### config.mk
export PLATFORM = sky130hd
export DESIGN_NAME = rf_wb_arb
export DESIGN_NICKNAME = d
export VERILOG_FILES = /design/src/rtl/rf_wb_arb.sv
export SDC_FILE = /design/constraint.sdc
export NUM_CORES = 1
export LEC_CHECK = 0
export CORE_AREA = 2 2 97 193
export DETAILED_ROUTE_END_ITERATION = 6
export DIE_AREA = 0 0 99 195
export PLACE_DENSITY = 0.79
export REMOVE_ABC_BUFFERS = 1
export SLEW_MARGIN = 30
export SYNTH_ARGS = -nofsm -noshare
export SYNTH_HDL_FRONTEND = slang
export SYNTH_SLANG_ARGS = --single-unit
### constraint.sdc
create_clock -name clk -period 3.6 [get_ports clk]
set_input_delay 0.72 -clock clk [delete_from_list [all_inputs] [get_ports clk]]
set_output_delay 0.72 -clock clk [all_outputs]
set_load 0.005 [all_outputs]
### src/rtl/rf_wb_arb.sv
// Register-file write-port arbiter: in-order writeback (A) vs. FIFO-buffered long-latency unit (B).
// Optional same-cycle B bypass on an idle port is enabled by defining RF_WB_ARB_BYPASS_EN.
module rf_wb_arb #(
  parameter int unsigned DATA_W       = 32,
  parameter int unsigned ADDR_W       = 5,
  parameter int unsigned DEPTH        = 4,
  parameter int unsigned STARVE_LIMIT = 8
) (
  input  logic                  clk,
  input  logic                  rst,
  input  logic                  a_valid,
  output logic                  a_ready,
  input  logic [ADDR_W-1:0]     a_rd,
  input  logic [DATA_W-1:0]     a_data,
  input  logic                  b_valid,
  output logic                  b_ready,
  input  logic [ADDR_W-1:0]     b_rd,
  input  logic [DATA_W-1:0]     b_data,
  output logic [ADDR_W-1:0]     rf_rd,
  output logic                  rf_write_e,
  output logic [DATA_W-1:0]     rf_write_d,
  output logic [(1<<ADDR_W)-1:0] b_pending_mask
);

  localparam int unsigned PTR_W = $clog2(DEPTH);
  localparam int unsigned CNT_W = PTR_W + 1;
  localparam int unsigned NREG  = 1 << ADDR_W;
  localparam int unsigned ST_W  = $clog2(STARVE_LIMIT + 1);

  logic [ADDR_W-1:0] fifo_rd_q   [DEPTH];
  logic [DATA_W-1:0] fifo_data_q [DEPTH];
  logic [PTR_W-1:0]  wptr_q, rptr_q;
  logic [CNT_W-1:0]  count_q, count_d;
  logic [ST_W-1:0]   starve_q, starve_d;

  logic              out_we_q, out_b_q;
  logic [ADDR_W-1:0] out_rd_q;
  logic [DATA_W-1:0] out_data_q;

  logic              b_present, full, force_b, bypass;
  logic              grant_a, pop, push, grant;
  logic [ADDR_W-1:0] sel_rd;
  logic [DATA_W-1:0] sel_data;
  logic [NREG-1:0]   mask_d;
  logic [PTR_W-1:0]  mask_idx;

  assign b_present = (count_q != '0);
  assign full      = (count_q == CNT_W'(DEPTH));
  assign b_ready   = !rst && !full;
  assign force_b   = (starve_q == ST_W'(STARVE_LIMIT)) && b_present;
  assign a_ready   = !rst && !force_b;

`ifdef RF_WB_ARB_BYPASS_EN
  // Idle port and empty FIFO: send B straight to the output stage, skipping the FIFO.
  assign bypass = !rst && !b_present && !a_valid && b_valid;
`else
  assign bypass = 1'b0;
`endif

  assign grant_a = !rst && a_valid && !force_b;
  assign pop     = !rst && b_present && !grant_a;
  assign push    = b_valid && b_ready && !bypass;
  assign grant   = grant_a || pop || bypass;
  assign count_d = count_q + CNT_W'(push) - CNT_W'(pop);

  always_comb begin
    sel_rd   = fifo_rd_q[rptr_q];
    sel_data = fifo_data_q[rptr_q];
    if (grant_a) begin
      sel_rd   = a_rd;
      sel_data = a_data;
    end else if (bypass) begin
      sel_rd   = b_rd;
      sel_data = b_data;
    end
  end

  always_comb begin
    starve_d = starve_q;
    if (!b_present || pop) begin
      starve_d = '0;
    end else if (starve_q != ST_W'(STARVE_LIMIT)) begin
      starve_d = starve_q + ST_W'(1);
    end
  end

  always_ff @(posedge clk) begin
    if (rst) begin
      wptr_q     <= '0;
      rptr_q     <= '0;
      count_q    <= '0;
      starve_q   <= '0;
      out_we_q   <= 1'b0;
      out_b_q    <= 1'b0;
      out_rd_q   <= '0;
      out_data_q <= '0;
    end else begin
      if (push) wptr_q <= wptr_q + PTR_W'(1);
      if (pop)  rptr_q <= rptr_q + PTR_W'(1);
      count_q  <= count_d;
      starve_q <= starve_d;
      if (grant) begin
        out_rd_q   <= sel_rd;
        out_data_q <= sel_data;
        // x0 writes complete their handshake but never reach the register file.
        out_we_q   <= (sel_rd != '0);
        out_b_q    <= !grant_a;
      end else begin
        out_we_q <= 1'b0;
        out_b_q  <= 1'b0;
      end
    end
  end

  always_ff @(posedge clk) begin
    if (push) begin
      fifo_rd_q[wptr_q]   <= b_rd;
      fifo_data_q[wptr_q] <= b_data;
    end
  end

  always_comb begin
    mask_d   = '0;
    mask_idx = rptr_q;
    for (int unsigned i = 0; i < DEPTH; i++) begin
      mask_idx = rptr_q + PTR_W'(i);
      if (CNT_W'(i) < count_q) mask_d[fifo_rd_q[mask_idx]] = 1'b1;
    end
    if (out_we_q && out_b_q) mask_d[out_rd_q] = 1'b1;
    mask_d[0] = 1'b0;
  end

  assign b_pending_mask = mask_d;
  assign rf_rd          = out_rd_q;
  assign rf_write_e     = out_we_q;
  assign rf_write_d     = out_data_q;

endmodule

; ---- After elaboration in Yosys (flattened, before gate mapping)
; Memory sizes are Yosys's and may differ from the RTL's. A register that Yosys moved wholly into a read port is not among the register bits.
; Index checks and enable logic that the tools add are counted.
[op_classes]
add_sub_neg = 7
magnitude_cmp = 14
n_eq_ne = 3
mux = 23
n_bitwise = 5
n_reduce_logical = 25
[ops]
columns = cell, count
row1 = $mux W32, 6
row2 = $or A32 B32 Y32, 4
row3 = $lt A5 B6 Y1 const B, 5
row4 = $demux W1 S5, 5
row5 = $ge A5 B1 Y1 const B, 5
row6 = $logic_and A1 B1 Y1, 14
row7 = $mux W2, 4
row8 = $mux W1, 7
row9 = $lt A1 B3 Y1 const A, 2
row10 = $lt A2 B3 Y1 const A, 2
row11 = $logic_not A1 Y1, 5
row12 = $mux W5, 1
row13 = $reduce_bool A5 Y1, 1
row14 = $add A2 B1 Y2 const B, 2
row15 = $add A2 B2 Y2 const B, 2
row16 = $add A4 B1 Y4 const B, 1
row17 = $eq A4 B4 Y1 const B, 1
row18 = $ne A4 B4 Y1 const B, 1
row19 = $reduce_or A2 Y1, 2
row20 = $add A3 B1 Y3, 1
row21 = $eq A3 B3 Y1 const B, 1
row22 = $reduce_bool A3 Y1, 1
row23 = $sub A3 B1 Y3, 1
row24 = $logic_or A1 B1 Y1, 2
row25 = $not A1 Y1, 1
[totals]
reg_bits = 50
mem_bits_rw = 148
in_bits = 78
memories = 2
[memory_table]
columns = memory, words, width, read_ports, rd_ports_with_merged_regs, wr, line
row1 = fifo_data_q, 4, 32, 1, 1, 1, 31  ; logic [DATA_W-1:0] fifo_data_q [DEPTH];
row2 = fifo_rd_q, 4, 5, 4, 1, 1, 30  ; logic [ADDR_W-1:0] fifo_rd_q [DEPTH];

; ---- Longest topological paths before layout
; An unclocked memory read counts as a cell.
[depth]
word_depth = 14
ltp_mapped = 10
ltp_nobuf = 10

; ---- Worst setup path before layout
; Ideal clock, no wire load.
[synth_timing]
kind = input port to flip-flop
from = input rst
to = memory fifo_data_q[0][0], enable pin
setup_ps = 398
arrival_time_ps = 2390
required_ps = 3202
slack_ps = 812
stages = 3
cell_sequence = clkbuf_1 -> a211oi_1 -> and2_1
[synth_between]
elab_chain_cells = 5
[synth_rtl]
columns = item, line
row1 = start: declaration, 10  ; input logic rst,
row2 = $logic_not A1 Y1, 49  ; assign b_ready = !rst && !full;
row3 = $logic_and A1 B1 Y1, 49
row4 = $logic_and A1 B1 Y1, 62  ; assign push = b_valid && b_ready && !bypass;
row5 = $mux W1, 116  ; if (push) begin
row6 = $mux W1 (not written as such), 118  ; fifo_data_q[wptr_q] <= b_data;
row7 = end: declaration, 31
; Every way passes these cells.

; ---- Worst setup path after layout
[layout_timing]
from = register rptr_q[0]
to = output b_pending_mask[4]
[layout_between]
elab_chain_cells = 14
word_cells_on_any_way = 27
[layout_rtl]
columns = item, line
row1 = start: declaration, 32  ; logic [PTR_W-1:0] wptr_q, rptr_q;
row2 = start signal: assignment, 99  ; if (pop) rptr_q <= rptr_q + PTR_W'(1);
row3 = $add A2 B1 Y2, 126  ; mask_idx = rptr_q + PTR_W'(i);
row4 = $mem_v2 Z4 W5 *, n/a
row5 = $lt A5 B6 Y1 (not written as such) / $ge A5 B1 Y1 (equally long branches), 127  ; if (CNT_W'(i) < count_q) mask_d[fifo_rd_q[mask_idx]] = 1'b1;
row6 = $logic_and A1 B1 Y1 (not written as such), 127
row7 = $mux W1 (not written as such), 127
row8 = $demux W1 S5, 127
row9 = $or A32 B32 Y32 (no line), n/a
row10 = $mux W32, 127
row11 = $or A32 B32 Y32 (no line), n/a
row12 = $mux W32, 127
row13 = $or A32 B32 Y32 (no line), n/a
row14 = $mux W32 *, 127
row15 = $or A32 B32 Y32 (no line), n/a
row16 = $mux W32 *, 129  ; if (out_we_q && out_b_q) mask_d[out_rd_q] = 1'b1;
row17 = end: declaration, 22  ; output logic [(1<<ADDR_W)-1:0] b_pending_mask
; Every way passes the cells marked *; elsewhere a longest branch is shown, timed or not.

==> impl_metrics.ini <==
[run_status]
status = finished clean

[floorplanning]
core-area_mm2 = 0.0177
ios = 150
start_util_pct = 53.8
dieArea_mm2 = 0.0193
dieHeight_um = 195
die_width_um = 99
placementRows = 69

[logic_synthesis]
syn_avg_cell_area_um2 = 13.7
synthFlopType = edfxtp_1
synth_warnings = 0
synth-compound-area-share_pct = 8.62
synth_seq_cells = 200
synthXorXnorAreaFrac_pct = 0.460
synthArstFlopShare_pct = 0
ys_seq_area_share_pct = 57.6
synth.cell_area_mm2 = 0.00952
muxShareOfSynthArea_pct = 14.9
synth_top_family_by_area = multiplexers
synth-edff-count = 148
netlist_instances = 697
yosysUniqueCellTypes = 49
synth-simple-area-share_pct = 13.6
synthAdderAreaFrac_pct = 1.52

[timing]
clock.fmax_mhz = 282
finClkSkew_ns = 0.00942
post-route-period-util_pct = 98.4
finalSetupViolations = 0
slew_headroom_pct = 37.2
period_needed_ns = 3.54
slew_viol_final = 0
finalHoldViolCount = 0
tightest_slew_ns = 0.939

[setup_path]
crit_path_max_fanout = 11
critical_path_required_ns = 2.88
path_class = reg2out
reg2reg_slack_ns = 0.99
reg2reg_depth = 7
cp.arrival_ns = 2.82
start_kind = register
endpoint_kind = output pin
rr_startpoint = starve_q[0]
r2r_end = rf_write_d[4]

[grt]
grt_overflow = 0
grt_max_degree = 34
grt_pass1_vias = 7504
grt_usage_pct = 31.9
antenna_found_initial = 1
grt_pass1_wl_um = 44800

[job]
drv_cap = 0

[worst_hold_path]
hold_depth = 1
hold_path_class = reg2reg
hold_end = starve_q[0]
holdCritStartpoint = starve_q[0]

[route]
dr.pass1.iters = 5
first_iter_violations = 461
via_per_inst = 6.50
drc = 0
wirelength_um = 30600
num_vias = 7132
ant_nets = 0
wl_per_cell_um = 27.9

[power_and_ir_drop]
leakage_nw = 4.28
vdd_ir_drop_max_uv = 591
power.density_mw_per_mm2 = 555

[placement]
dpl-instance-area_mm2 = 0.0115
placedCellCount = 1054
gp_congestion = 1.02
io_buffers = 148
dp_hpwl_um = 22700

[cells_and_area]
nets = 960
final_common_cell = edfxtp_1
fin_cells = 1098
fin_area_mm2 = 0.0122
area_delta_synth_final_pct = 28.5
final_cell_mix = edfxtp_1 (148), clkdlybuf4s50_1 (141), buf_4 (57), nand3_1 (54)
nFillCells = 1199
drive_above_1_share_pct = 19.3

[clocking]
clk_latency_ns = 0.44
clockBufferDepth = 2
clk_pin_slew_ns = 0.07
cts_sinks = 200
h-tree-depth = 4
cts_root_buf = clkbuf_16
numCtsBuffers = 17
cts_tree = yes
==> per-layer routing <==
layer / routed length (um) / part of all wire (%) / vias up / track usage [%]
li1: - / - / 3128 / -
met1: 8870 / 29 / 3483 / 28.8
met2: 17400 / 57 / 403 / 61.7
met3: 1740 / 5.7 / 118 / 5.15
met4: 2550 / 8.3 / 0 / 22.0
met5: 0 / 0 / - / 0
==> cell type report <==
class / count / area (um2) / share of cell area (%)
Antenna cell: 1 / 2.50 / 0.0205
Clock buffer: 17 / 425 / 3.48
Clock inverter: 15 / 156 / 1.28
Inverter: 13 / 48.8 / 0.399
Multi-Input combinational cell: 429 / 3850 / 31.5
Sequential cell: 200 / 5490 / 44.9
Tap cell: 213 / 267 / 2.18
Timing Repair Buffer: 210 / 1990 / 16.3
==> critical path, stage by stage, from the launching register on <==
cell             delay, ns
dfxtp_1               0.33
buf_6                 0.16
buf_4                 0.17
mux4_2                0.56
nor2_2                0.18
buf_4                 0.19
a32oi_1               0.11
nand4_1               0.14
clkdlybuf4s50_1       0.53
==> cells in the mapped netlist (all sizes together), types with 2 or more instances <==
master	count	area (um2)
mux4	52	1210
nand2b	2	12.5
and2	10	62.6
nor2	49	184
a21oi	3	15.0
nor2b	17	106
nor3b	4	35.0
inv	13	48.8
nand3	54	270
and4	2	17.5
a32oi	36	315
xnor2	3	26.3
a311oi	16	140
and3b	2	17.5
and4bb	3	37.5
clkbuf	35	131
a211oi	13	97.6
ha	10	125
and4b	5	50.1
nand4	4	25.0
dfxtp	52	1040
nand3b	14	105
nor3	5	30.0
buf	22	128
nand2	50	188
mux2i	21	210
or4	2	15.0
xor2	2	17.5
nor4b	5	101
and3	2	12.5
edfxtp	148	4440
o21ai	11	55.1
a22oi	22	165
==> worst max path at each step <==
| stage | startpoint | end | slack (ns) | cells after the start |
|---|---|---|---|---|
| floorplan | count_q[0] | rf_rd[0] | -0.23 | 4 |
| global placement | rptr_q[0] | b_pending_mask[1] | 0.12 | 6 |
| detailed placement | rptr_q[0] | b_pending_mask[1] | 0.19 | 6 |
| CTS | rptr_q[0] | b_pending_mask[4] | 0.003 | 8 |
| global route | fifo_rd_q[2][1] | b_pending_mask[4] | -0.002 | 6 |
| finish | rptr_q[0] | b_pending_mask[4] | 0.06 | 8 |
==> report_power, final <==
group	leakage [nW]	switching [mW]	internal, mW
sequential	1.77	0.143	2.70
clock	0.272	0.909	0.925
combinational	2.24	1.16	0.956
total	4.28	2.21	4.58
==> timing repair <==
action	4_1_cts	5_1_grt
hold buffers	0	0
setup buffers	6	3
pin swaps	2	4
hold endpoints to repair	0	0
gates cloned	0	2
resized for setup	9	21
setup endpoints to repair	18	24
==> through the flow <==
step                setup TNS [ns]  setup WS [ns]  utilization (%)  power [mW]  hold slack [ns]
finish                           0         0.0566             69.1        6.79            0.479
global route              -0.00180       -0.00180             69.1        7.02            0.483
CTS                              0        0.00276             68.4        6.74            0.471
detailed placement               0          0.185             64.8        4.90            0.461
global placement                 0          0.119             64.8        4.84            0.439
floorplan                    -7.67         -0.229                -        3.83            0.430
==> sequential cells by signal, indices dropped and copies added, names as in the netlist, named ones only <==
name         count
rf_write_e       1
wptr_q           2
count_q          3
rptr_q           2
starve_q         4
fifo_rd_q       20
out_b_q          1
rf_rd            5
rf_write_d      32
fifo_data_q    128
==> cell families (layout without fill, tap and decap cells) <==
logic type | Yosys count | after routing
simple gates | 232 | 232
flops | 200 | 200
compound gates | 105 | 105
mux | 73 | 75
buf+inv | 70 | 255
fa+ha+maj | 11 | 11
xor+xnor | 5 | 5
other cells | 1 | 2
Note: power is estimated with default switching activity, not from simulation.
==> variant 1, RTL diff (same settings) <==
The option `RF_WB_ARB_BYPASS_EN` is turned on by a define.
--- a/src/rtl/rf_wb_arb.sv
+++ b/src/rtl/rf_wb_arb.sv
@@ -1,5 +1,7 @@
 // Register-file write-port arbiter: in-order writeback (A) vs. FIFO-buffered long-latency unit (B).
 // Optional same-cycle B bypass on an idle port is enabled by defining RF_WB_ARB_BYPASS_EN.
+`define RF_WB_ARB_BYPASS_EN
+
 module rf_wb_arb #(
   parameter int unsigned DATA_W       = 32,
   parameter int unsigned ADDR_W       = 5,
Formal check against the unedited RTL: not equivalent (a bounded check fails within 4 cycles, from zero or initial values and one cycle with rst high).
==> variant 1 against the original RTL <==
Routed wire length increased by 1.9%; synthesized cell count is 14% higher; worst setup slack about the same; largest power group is now combinational cells; sequential cell count unchanged; power up 13%; largest cell class unchanged; design area up 5.1%; clock skew increased by 0.0065 ns; final cell count is 10% higher; sequential share of layout area decreased by 2.1 points; synthesized area grew 4.1%.
==> variant 1: results (changes against the original RTL) <==
* Critical Path AT at 2.82 ns (about the same)
* WHS at 0.454 ns (-0.0250 ns)
* First-pass GRT wire length at 46.4 mm (+3.6%)
* Dpl cell area at 0.0119 mm^2 (+3.5%)
* Mux cell area share after synthesis at 15.7% (+0.71 points)
* Post-synthesis compound-gate area fraction at 10.9% (+2.3 points)
* RR Startpoint: count_q[2]
* Overall routing resource usage at 32.5% (+0.56 points)
* Slew margin rel. at 53.9% (+17 points)
* CP peak stage delay at 0.55 ns
* Peak supply drop at 0.655 mV (+11%)
* Synth Area in Adders at 1.46% (-0.060 points)
* ANT cells at 0 (-1)
* Synth area leaders: edfxtp_1, mux4_2, dfxtp_1
* Postcts setup bufs at 5 (-1)
* Min-Delay Endpoint: rf_write_d[13]
* Hold Path Stages at 2 (+1)
* Fill cells at 1193 (-0.50%)
* Initial antenna violation count at 0 (-1)
* Via density at 6.35 (-2.2%)
* Sequential power share at 36.4% (-5.4 points)
* 1st-iter DRT viols at 428 (-7.2%)
* Crit path from: fifo_rd_q[1][0]
* Worst Clk Skew at 0.0159 ns (+0.00646 ns)
* Worst path top cell family by delay: buffers and inverters
* Layout cells sized above 1 at 21.2% (+1.9 points)
* Largest net degree at the start of global routing at 66 (+94%)
* FFs w/ async S/R, synth at 0% (unchanged)
* R2R Path End: count_q[1]
* EDFF count, synth at 148 (unchanged)
* Worst reg-to-reg setup slack at 0.87 ns (-0.12 ns)
* RePlAce Congestion at 1.00 (-1.7%)
* # H-tree levels at 4 (unchanged)
* Worst skew pair latency at 0.44 ns (about the same)
* Synth cell count leaders: edfxtp_1, nor2_1, nand2_1, dfxtp_1, mux4_2
* Nets at 1074 (+12%)
* Int Pwr at 5090 uW (+11%)
* Worst reg-to-reg path cell count at 10 (+3)
* Leak at 0.00484 uW (+13%)
* Worst-path clk slew at 0.07 ns (about the same)
* Largest register FFs at 128 (unchanged)
* Worst-case clock buffer depth at 2 (unchanged)
* Total Routed Length at 31.2 mm (+1.9%)
* Pwr top: combinational cells
* HP Start: rf_write_d[13]
* Netlist cell types at 53 (+8.2%)
* Xor/xnor share of the synthesized area at 0.442% (-0.018 points)
* Dpl hpwl at 22.4 mm (-1.2%)
* Sequential cell area fraction in the yosys report at 55.3% (-2.3 points)
* PostCTS Resize Cnt at 13 (+4)
* Crit Path Max Fanout at 7 (-4)
* Outcome: finished clean
* Vias in the first global route at 7848 (+4.6%)
* Setup crit end: b_pending_mask[24]
* Clk pwr share at 23.6% (-3.4 points)
[variant 1: layout make-up]
class	count	area share, %
multi-input combinational	530	33.3
sequential	200	42.8
clock buffer	21	3.76
inverter	13	0.380
clock inverter	11	0.633
tap	213	2.07
timing repair buffer	223	17.1
[variant 1: per-layer routing]
metal | vias up | wire, um | GRT usage [%]
met4 | 0 | 2390 | 19.2
met2 | 354 | 17600 | 60.9
li1 | 3418 | - | -
met1 | 3793 | 9910 | 33.2
met3 | 127 | 1260 | 4.72
met5 | - | 0 | 0
[variant 1: per-stage QoR]
step / util (%) / setup TNS (ns) / power [uW] / worst slack [ns] / cells
after global routing: 72.6 / -0.0937 / 7970 / -0.0359 / 1211
after CTS: 70.9 / -0.00428 / 7470 / -0.00428 / 1192
after detailed placement: 67.1 / 0 / 5600 / 0.296 / 1155
final: 72.6 / 0 / 7670 / 0.0561 / 1211
after global placement: 67.1 / 0 / 5560 / 0.272 / 1155
after floorplan: - / -1.45 / 4370 / -0.142 / 742
==> variant 2, RTL diff (same settings) <==
Made on the original files. Reset style: asynchronous (`rst`), changed in one clocked block.
--- a/src/rtl/rf_wb_arb.sv
+++ b/src/rtl/rf_wb_arb.sv
@@ -84,7 +84,7 @@
     end
   end
 
-  always_ff @(posedge clk) begin
+  always_ff @(posedge clk or posedge rst) begin
     if (rst) begin
       wptr_q     <= '0;
       rptr_q     <= '0;
Behaviour: differs if rst is asserted again (counterexample within 4 cycles, from zero or initial values and one cycle with rst high); with rst held inactive, the same outputs for 4 cycles.
==> variant 2 against the original RTL <==
Worst setup slack got worse by 0.055 ns; sequential share of layout area increased by 1.7 points; design area about the same; hold slack improved by 0.040 ns; die area unchanged; synthesized area is 0.96% lower; sequential cell count decreased by 2; routed wire length increased by 3.3%.
Power is not compared: it rests on default switching activity, and its combinational part moved more than twofold at a synthesized area within 25%.
==> variant 2: results (changes against the original RTL) <==
* Mux cell area share after synthesis at 13.0% (-2.0 points)
* Synth Area in Adders at 1.54% (+0.015 points)
* DP Cell Count at 1040 (-1.3%)
* M3 GR Usage at 6.51% (+1.4 points)
* Dpl ws at 0.196 ns (+0.0110 ns)
* Drt first pass iters at 6 (+1)
* Synth cell count leaders: edfxtp_1, a22oi_1, mux4_2, dfrtp_1, nand2_1
* Netlist cell types at 51 (+4.1%)
* Outcome: finished clean
* Fill cells at 1181 (-1.5%)
* WL per Instance at 28.8 um (+3.4%)
* Largest net degree at the start of global routing at 51 (+50%)
* Slew margin rel. at 42.6% (+5.4 points)
* Initial antenna violation count at 3 (+2)
* Overall routing resource usage at 33.4% (+1.5 points)
* Yosys warning total at 0 (unchanged)
* Xor/xnor share of the synthesized area at 0.650% (+0.19 points)
* Worst skew pair latency at 0.42 ns (-0.02 ns)
* M2 GR Usage at 60.2% (-1.6 points)
* Dpl cell area at 0.0113 mm^2 (-1.2%)
* Synth area leaders: edfxtp_1, dfrtp_1, mux4_2
* FFs w/ async S/R, synth at 25.3% (+25 points)
* Sequential cell area fraction in the yosys report at 60.4% (+2.8 points)
* RePlAce Congestion at 1.01 (-0.70%)
* Worst Clk Skew at 0.00579 ns (-0.00363 ns)
* Nets at 957 (-0.31%)
* Crit Path Max Fanout at 7 (-4)
* Post-synthesis compound-gate area fraction at 9.86% (+1.2 points)
* Final std cells w/o fill at 1097 (-0.091%)
* Met3 Routed Length at 1.68 mm (-3.8%)
* DR WL met2 at 17.6 mm (+0.99%)
* Syn_area_per_cell at 14.0 um^2 (+2.4%)
* First-pass GRT wire length at 46.2 mm (+3.3%)
* Met1 global-route usage at 32.3% (+3.5 points)
* Critical Path AT at 2.88 ns (+0.06 ns)
* Worst path slowest cell: clkdlybuf4s50_1
* Vias after detailed routing at 7042 (-1.3%)
-- variant 2: repair_timing --
item                       4_1_cts  5_1_grt
pin swaps                        1        6
setup endpoints to repair       31       23
buffers inserted                 9       13
gates resized for setup         24       35
-- variant 2: power breakdown --
| group | switching (uW) | total [uW] | internal [uW] |
|---|---|---|---|
| sequential | 281 | 3170 | 2890 |
| clock | 764 | 1710 | 941 |
| combinational | 2720 | 5010 | 2290 |
-- variant 2: final cells by class --
| class | instances | area, um^2 | share of cell area (%) |
|---|---|---|---|
| repair buffers | 208 | 2010 | 16.4 |
| inverters | 43 | 161 | 1.32 |
| flip-flops and latches | 198 | 5700 | 46.6 |
| clock inverters | 11 | 85.1 | 0.695 |
| multi-input cells | 400 | 3560 | 29.1 |
| clock buffers | 21 | 440 | 3.60 |
| well taps | 213 | 267 | 2.18 |
| diodes | 3 | 7.51 | 0.0613 |
-- variant 2: worst paths after layout --
path | endpoint | from | slack [ns] | cells past startpoint
setup / recovery | b_pending_mask[3] | rptr_q[1] | 0.002 | 8
hold / removal | rf_write_d[4] | rf_write_d[4] | 0.52 | 2
setup reg to reg | count_q[2] | count_q[0] | 1.02 | 9
hold reg to reg | rf_write_d[4] | rf_write_d[4] | 0.52 | 2
max in group asynchronous | rptr_q[0] | rst | 1.98 | 3
min in group asynchronous | rf_write_d[23] | rst | 1.09 | 3
-- variant 2: kinds of logic (layout without fill, tap and decap cells) --
family,Yosys count,count (layout)
buffers and inverters,76,283
other,1,4
adders and majority gates,11,11
DFF,198,198
xor gates and xnor gates,7,7
AOI/OAI and AO/OA,138,138
and+or+nand+nor,186,186
muxes,57,57
